`config.mk`:
```
export PLATFORM = sky130hd
export DESIGN_NAME = vend_ctrl
export DESIGN_NICKNAME = d
export VERILOG_FILES = /design/src/rtl/vend_ctrl.sv
export SDC_FILE = /design/constraint.sdc
export NUM_CORES = 1
export LEC_CHECK = 0
export BUFFER_PORTS_ARGS = -buffer_cell sky130_fd_sc_hd__clkbuf_2
export CAP_MARGIN = 20
export CORE_AREA = 4 4 75 77
export DETAILED_ROUTE_END_ITERATION = 8
export DIE_AREA = 0 0 79 81
export GPL_TIMING_DRIVEN = 0
export PLACE_DENSITY = 0.51
export SLEW_MARGIN = 0
export SYNTH_ARGS = -nofsm -noshare
export SYNTH_HDL_FRONTEND = slang
export SYNTH_SLANG_ARGS = --single-unit
```
`constraint.sdc`:
```
create_clock -name clk -period 3.2 [get_ports clk]
set_clock_uncertainty 0.1 [all_clocks]
set_input_delay 0.32 -clock clk [delete_from_list [all_inputs] [get_ports clk]]
set_output_delay 0.32 -clock clk [all_outputs]
set_load 0.02 [all_outputs]
```
`src/rtl/vend_ctrl.sv`:
```
// Coin-operated vending controller: collects credit in 50-cent units,
// vends at PRICE, waits for the dispenser to acknowledge, then pays out
// change one coin per cycle. Cancel or inactivity refunds the credit.
module vend_ctrl #(
    parameter int PRICE      = 3,
    parameter int MAX_CREDIT = 7,
    parameter int TIMEOUT    = 255,
    parameter int CW         = $clog2(MAX_CREDIT + 1)
) (
    input  logic          clk,
    input  logic          rst_n,
    input  logic [1:0]    coin,
    input  logic          cancel,
    input  logic          dispense_ack,
    output logic          dispense,
    output logic          change_pulse,
    output logic          coin_reject,
    output logic [CW-1:0] credit,
    output logic          busy
);

    // Sum must hold credit plus a 4-unit coin without wrapping.
    localparam int SW = (CW + 1 > 3) ? CW + 1 : 3;
    localparam int TW = (TIMEOUT < 2) ? 1 : $clog2(TIMEOUT + 1);

    localparam logic [SW-1:0] MAXS   = SW'(MAX_CREDIT);
    localparam logic [SW-1:0] PRICES = SW'(PRICE);
    localparam logic [TW-1:0] TLIM   = TW'(TIMEOUT - 1);

    typedef enum logic [1:0] {
        IDLE   = 2'd0,
        VEND   = 2'd1,
        CHANGE = 2'd2
    } state_t;

    state_t         state;
    logic [TW-1:0]  tcnt;
    logic [SW-1:0]  coin_val;
    logic [SW-1:0]  sum;

    // Coin value in units and the tentative new credit.
    always_comb begin
        coin_val = '0;
        case (coin)
            2'b01:   coin_val = SW'(1);
            2'b10:   coin_val = SW'(2);
            2'b11:   coin_val = SW'(4);
            default: coin_val = '0;
        endcase
        sum = SW'(credit) + coin_val;
    end

    // Controller FSM with registered outputs.
    always_ff @(posedge clk or negedge rst_n) begin
        if (!rst_n) begin
            state        <= IDLE;
            credit       <= '0;
            tcnt         <= '0;
            dispense     <= 1'b0;
            change_pulse <= 1'b0;
            coin_reject  <= 1'b0;
            busy         <= 1'b0;
        end else begin
            coin_reject  <= 1'b0;
            change_pulse <= 1'b0;
            case (state)
                IDLE: begin
                    if (cancel) begin
                        // Cancel wins over a coin in the same cycle.
                        if (coin != 2'b00) coin_reject <= 1'b1;
                        tcnt <= '0;
                        if (credit != '0) begin
                            state <= CHANGE;
                            busy  <= 1'b1;
                        end
                    end else if (coin != 2'b00) begin
                        if (sum > MAXS) begin
                            coin_reject <= 1'b1;
                        end else begin
                            tcnt <= '0;
                            if (sum >= PRICES) begin
                                state    <= VEND;
                                dispense <= 1'b1;
                                busy     <= 1'b1;
                                credit   <= CW'(sum - PRICES);
                            end else begin
                                credit <= CW'(sum);
                            end
                        end
                    end else if (credit == '0) begin
                        tcnt <= '0;
                    end else if (TIMEOUT != 0) begin
                        if (tcnt == TLIM) begin
                            tcnt  <= '0;
                            state <= CHANGE;
                            busy  <= 1'b1;
                        end else begin
                            tcnt <= tcnt + TW'(1);
                        end
                    end
                end
                VEND: begin
                    if (coin != 2'b00) coin_reject <= 1'b1;
                    if (dispense_ack) begin
                        dispense <= 1'b0;
                        if (credit != '0) begin
                            state <= CHANGE;
                        end else begin
                            state <= IDLE;
                            busy  <= 1'b0;
                        end
                    end
                end
                CHANGE: begin
                    if (coin != 2'b00) coin_reject <= 1'b1;
                    if (credit != '0) begin
                        change_pulse <= 1'b1;
                        credit       <= credit - CW'(1);
                        // Leave on the same edge as the last coin so busy drops with credit.
                        if (credit == CW'(1)) begin
                            state <= IDLE;
                            busy  <= 1'b0;
                        end
                    end else begin
                        state <= IDLE;
                        busy  <= 1'b0;
                    end
                end
                default: begin
                    state    <= IDLE;
                    busy     <= 1'b0;
                    dispense <= 1'b0;
                end
            endcase
        end
    end

endmodule

```
==> run_summary.xml <==
<?xml version="1.0" encoding="UTF-8"?>
<metrics>
  <group name="run_status">
    <metric name="run_status" unit="">complete, no violations</metric>
  </group>
  <group name="pwr">
    <metric name="combinational_group_share_of_total_power" unit="%">61.7</metric>
    <metric name="power_frac_clock" unit="%">12.9</metric>
    <metric name="switching_power" unit="µW">626</metric>
    <metric name="switching_fraction_of_total_power" unit="%">47.3</metric>
    <metric name="power.internal" unit="µW">699</metric>
    <metric name="design_power_total" unit="mW">1.33</metric>
    <metric name="leakage" unit="nW">0.642</metric>
    <metric name="power-per-cell-area" unit="mW/mm²">902</metric>
    <metric name="ir_worst_vdd" unit="µV">258</metric>
    <metric name="seqPwrFrac" unit="%">25.4</metric>
  </group>
  <group name="critical_path">
    <metric name="crit_arrival" unit="ns">2.58</metric>
    <metric name="worstPathRequired" unit="ns">3.25</metric>
    <metric name="critical_path_source_type" unit="">flop</metric>
    <metric name="timing.critical_path.slowest_stage_cell" unit="">fa_1</metric>
    <metric name="max_stage_delay" unit="ns">0.48</metric>
    <metric name="timing.critical_path.cells" unit="">ha_1 &gt; inv_1 &gt; fa_1 &gt; inv_1 &gt; ha_1 &gt; or2_1 &gt; a21o_1 &gt; nand3_1 &gt; mux2_2</metric>
    <metric name="worst_setup_path_end_kind" unit="">flop</metric>
    <metric name="critPathKind" unit="">reg2reg</metric>
    <metric name="path_max_fanout" unit="">4</metric>
    <metric name="logic_depth_of_the_worst_register_to_register_path" unit="">9</metric>
  </group>
  <group name="drt">
    <metric name="drt_drc_violations_left" unit="">0</metric>
    <metric name="route.detailed.vias_per_inst" unit="">4.60</metric>
    <metric name="totalWireLength" unit="mm">2.74</metric>
    <metric name="firstDrtPassIters" unit="">4</metric>
    <metric name="initialDrtViolationCount" unit="">45</metric>
    <metric name="antenna_left" unit="">0</metric>
    <metric name="vias" unit="">1048</metric>
    <metric name="drt-wirelength-per-cell" unit="µm">12.0</metric>
  </group>
  <group name="floorplanning">
    <metric name="initial_utilization" unit="%">25.2</metric>
    <metric name="core_region_area" unit="mm²">0.00501</metric>
    <metric name="die_height" unit="µm">81</metric>
    <metric name="pin_count" unit="">13</metric>
    <metric name="die_w" unit="µm">79</metric>
    <metric name="die-area" unit="mm²">0.00640</metric>
    <metric name="rows" unit="">26</metric>
  </group>
  <group name="finish">
    <metric name="finalNetCount" unit="">179</metric>
    <metric name="multiInputGateArea" unit="µm²">787</metric>
    <metric name="layout_filler_cell_count" unit="">574</metric>
    <metric name="final-seq-area" unit="µm²">425</metric>
    <metric name="insertedDiodeCount" unit="">0</metric>
    <metric name="leading_cell_type_in_the_layout_fill_and_taps_excluded" unit="">dfrtp_1</metric>
    <metric name="drive_above_1_share" unit="%">17.1</metric>
    <metric name="summed_area_of_non_filler_cells_in_the_final_layout" unit="mm²">0.00147</metric>
    <metric name="area_growth_syn_to_layout" unit="%">16.1</metric>
    <metric name="commonest_cells_after_routing_fill_and_taps_aside" unit="">17 x dfrtp_1, 14 x nand2_1, 13 x clkbuf_2, 13 x ha_1, 12 x a21oi_1</metric>
  </group>
  <group name="timing">
    <metric name="period_share" unit="%">79.0</metric>
    <metric name="hold_viol" unit="">0</metric>
    <metric name="tightest_slew" unit="ns">0.475</metric>
    <metric name="fmax" unit="MHz">396</metric>
    <metric name="report.final.setup_viol" unit="">0</metric>
    <metric name="finalCriticalPeriod" unit="ns">2.53</metric>
    <metric name="final_setup_tns" unit="ns">0</metric>
    <metric name="rsz0062_at_grt" unit="">false</metric>
    <metric name="worst_slew_margin_rel" unit="%">68.0</metric>
    <metric name="slew_viol_final" unit="">0</metric>
  </group>
  <group name="placement">
    <metric name="global_placer_s_final_weighted_congestion" unit="">0.756</metric>
    <metric name="placement.cell_area" unit="mm²">0.00141</metric>
    <metric name="dpl.hpwl" unit="mm">2.05</metric>
    <metric name="io_buffer_count" unit="">12</metric>
  </group>
  <group name="logic_synthesis">
    <metric name="sequential_to_total_area_share_from_yosys_stat" unit="%">33.6</metric>
    <metric name="net_count_of_the_mapped_netlist" unit="">161</metric>
    <metric name="synth_area_leaders" unit="">dfrtp_1 34%, ha_1 13%, a21oi_1 4.7%</metric>
    <metric name="post_synth_instance_area" unit="mm²">0.00126</metric>
    <metric name="yosysWarnings" unit="">0</metric>
    <metric name="synth_cells" unit="">141</metric>
    <metric name="synth.largest_area_cell" unit="">dfrtp_1</metric>
    <metric name="netlist-cell-type-count" unit="">38</metric>
    <metric name="synth-seq-cells" unit="">17</metric>
    <metric name="synth.avg_cell_area" unit="µm²">8.97</metric>
    <metric name="synth_top_area_share" unit="%">33.6</metric>
  </group>
  <group name="cts">
    <metric name="clock_tree.buffer_depth" unit="">2</metric>
    <metric name="path_clk_slew" unit="ns">0.08</metric>
    <metric name="cts-root-buf" unit="">clkbuf_8</metric>
    <metric name="clk-insertion-delay-late" unit="ns">0.26</metric>
    <metric name="cts_resized" unit="">0</metric>
    <metric name="numCtsBuffers" unit="">3</metric>
    <metric name="cts_tree" unit="">done</metric>
    <metric name="cts_htree_levels" unit="">1</metric>
    <metric name="clock_sinks" unit="">17</metric>
  </group>
  <group name="grt">
    <metric name="grt_util_all_layers" unit="%">9.33</metric>
    <metric name="grt_antenna_before_repair" unit="">0</metric>
    <metric name="grt_pass1_wl" unit="mm">4.76</metric>
    <metric name="grt_overflow_total" unit="">0</metric>
    <metric name="grt_pass1_vias" unit="">1030</metric>
    <metric name="grt_max_degree" unit="">18</metric>
  </group>
  <group name="job">
    <metric name="maxCapViolations" unit="">0</metric>
  </group>
  <group name="hold_path">
    <metric name="holdCritPathClass" unit="">in2reg</metric>
    <metric name="hold_path_depth" unit="">4</metric>
  </group>
</metrics>
-- path summary, 6_finish.rpt --
kind,to,slack (ns),from
min in group asynchronous,credit[1],0.43,rst_n
worst min register to register,tcnt[7],0.38,tcnt[7]
max in group asynchronous,tcnt[2],2.25,rst_n
worst min-delay path,dispense,0.33,dispense_ack
worst max register to register,busy,0.67,credit[0]
worst max-delay path,busy,0.67,credit[0]
-- metrics by stage --
step,cells,utilization (%),setup WS [ns],hold slack (ns)
after floorplan,141,-,0.692,-0.0756
after global placement,223,28.2,0.486,0.194
after detailed placement,223,28.2,0.525,0.194
after CTS,228,29.3,0.668,0.324
after global routing,228,29.3,0.534,0.385
final,228,29.3,0.673,0.333
-- cells by family after synthesis --
| logic type | Yosys count | synth area share [%] |
|---|---|---|
| compound gates | 42 | 24.6 |
| flops | 17 | 33.6 |
| simple gates | 51 | 20.1 |
| mux | 2 | 1.68 |
| xor+xnor | 2 | 1.39 |
| buf+inv | 13 | 4.15 |
| fa+ha+maj | 14 | 14.4 |
-- state kept, by name, indices dropped and copies added (netlist names) --
signal / flops
busy: 1
change_pulse: 1
coin_reject: 1
credit: 3
dispense: 1
state: 2
tcnt: 8
-- power by group through the flow --
stage | registers [mW] | clock network, mW | logic [mW]
5_1_grt | 0.348 | 0.186 | 0.922
4_1_cts | 0.337 | 0.176 | 0.827
3_5_place_dp | 0.340 | 0 | 0.818
6_report | 0.337 | 0.170 | 0.818
2_1_floorplan | 0.381 | 0 | 0.587
3_3_place_gp | 0.341 | 0 | 0.820
-- cell type report --
type,instances,area share [%]
buffer,3,1.02
clock buffer,3,2.81
clock inverter,1,0.341
multi-input combinational,111,53.6
timing repair buffer,13,4.77
tap,70,5.96
sequential,17,29.0
inverter,10,2.56
-- layer usage --
layer | track usage [%] | share of wire (%)
met1 | 13.0 | 52
met3 | 1.55 | 2.4
met5 | 0 | 0
met4 | 3.61 | 1.6
met2 | 14.4 | 44
-- synth_stat cells, drive strengths merged --
library cell  number
o31ai              2
nor2               8
o41ai              1
clkbuf             1
and2b              1
nand3              8
and2               3
o211ai             1
buf                2
a211oi             1
dfrtp             17
o2111ai            1
nand3b             1
a21oi             12
mux2               1
inv               10
a41oi              1
nand4              1
fa                 1
xnor2              2
a21o               2
ha                13
nor4               1
nor2b              3
a221oi             1
nand2             14
a31oi              3
o21ai             11
a2111oi            1
o311a              1
o22ai              1
or2                4
a22o               2
a211o              1
nand2b             5
nor3               2
mux2i              1
-- worst max-delay path: cells and delay by family (launching register included) --
| kind | cells | cell delay, ns |
|---|---|---|
| AND/OR/NAND/NOR | 2 | 0.36 |
| buffers and inverters | 2 | 0.11 |
| AO/OA/AOI/OAI | 1 | 0.22 |
| adder cells (fa/ha/maj) | 3 | 0.89 |
| flip-flops | 1 | 0.42 |
| multiplexers | 1 | 0.32 |
-- what timing repair did --
item / CTS / global route
endpoints found under the setup margin: 0 / 0
hold buffers: 1 / 0
hold endpoints to repair: 17 / 0
setup buffers: 0 / 0
(Power assumes the default switching activity.)
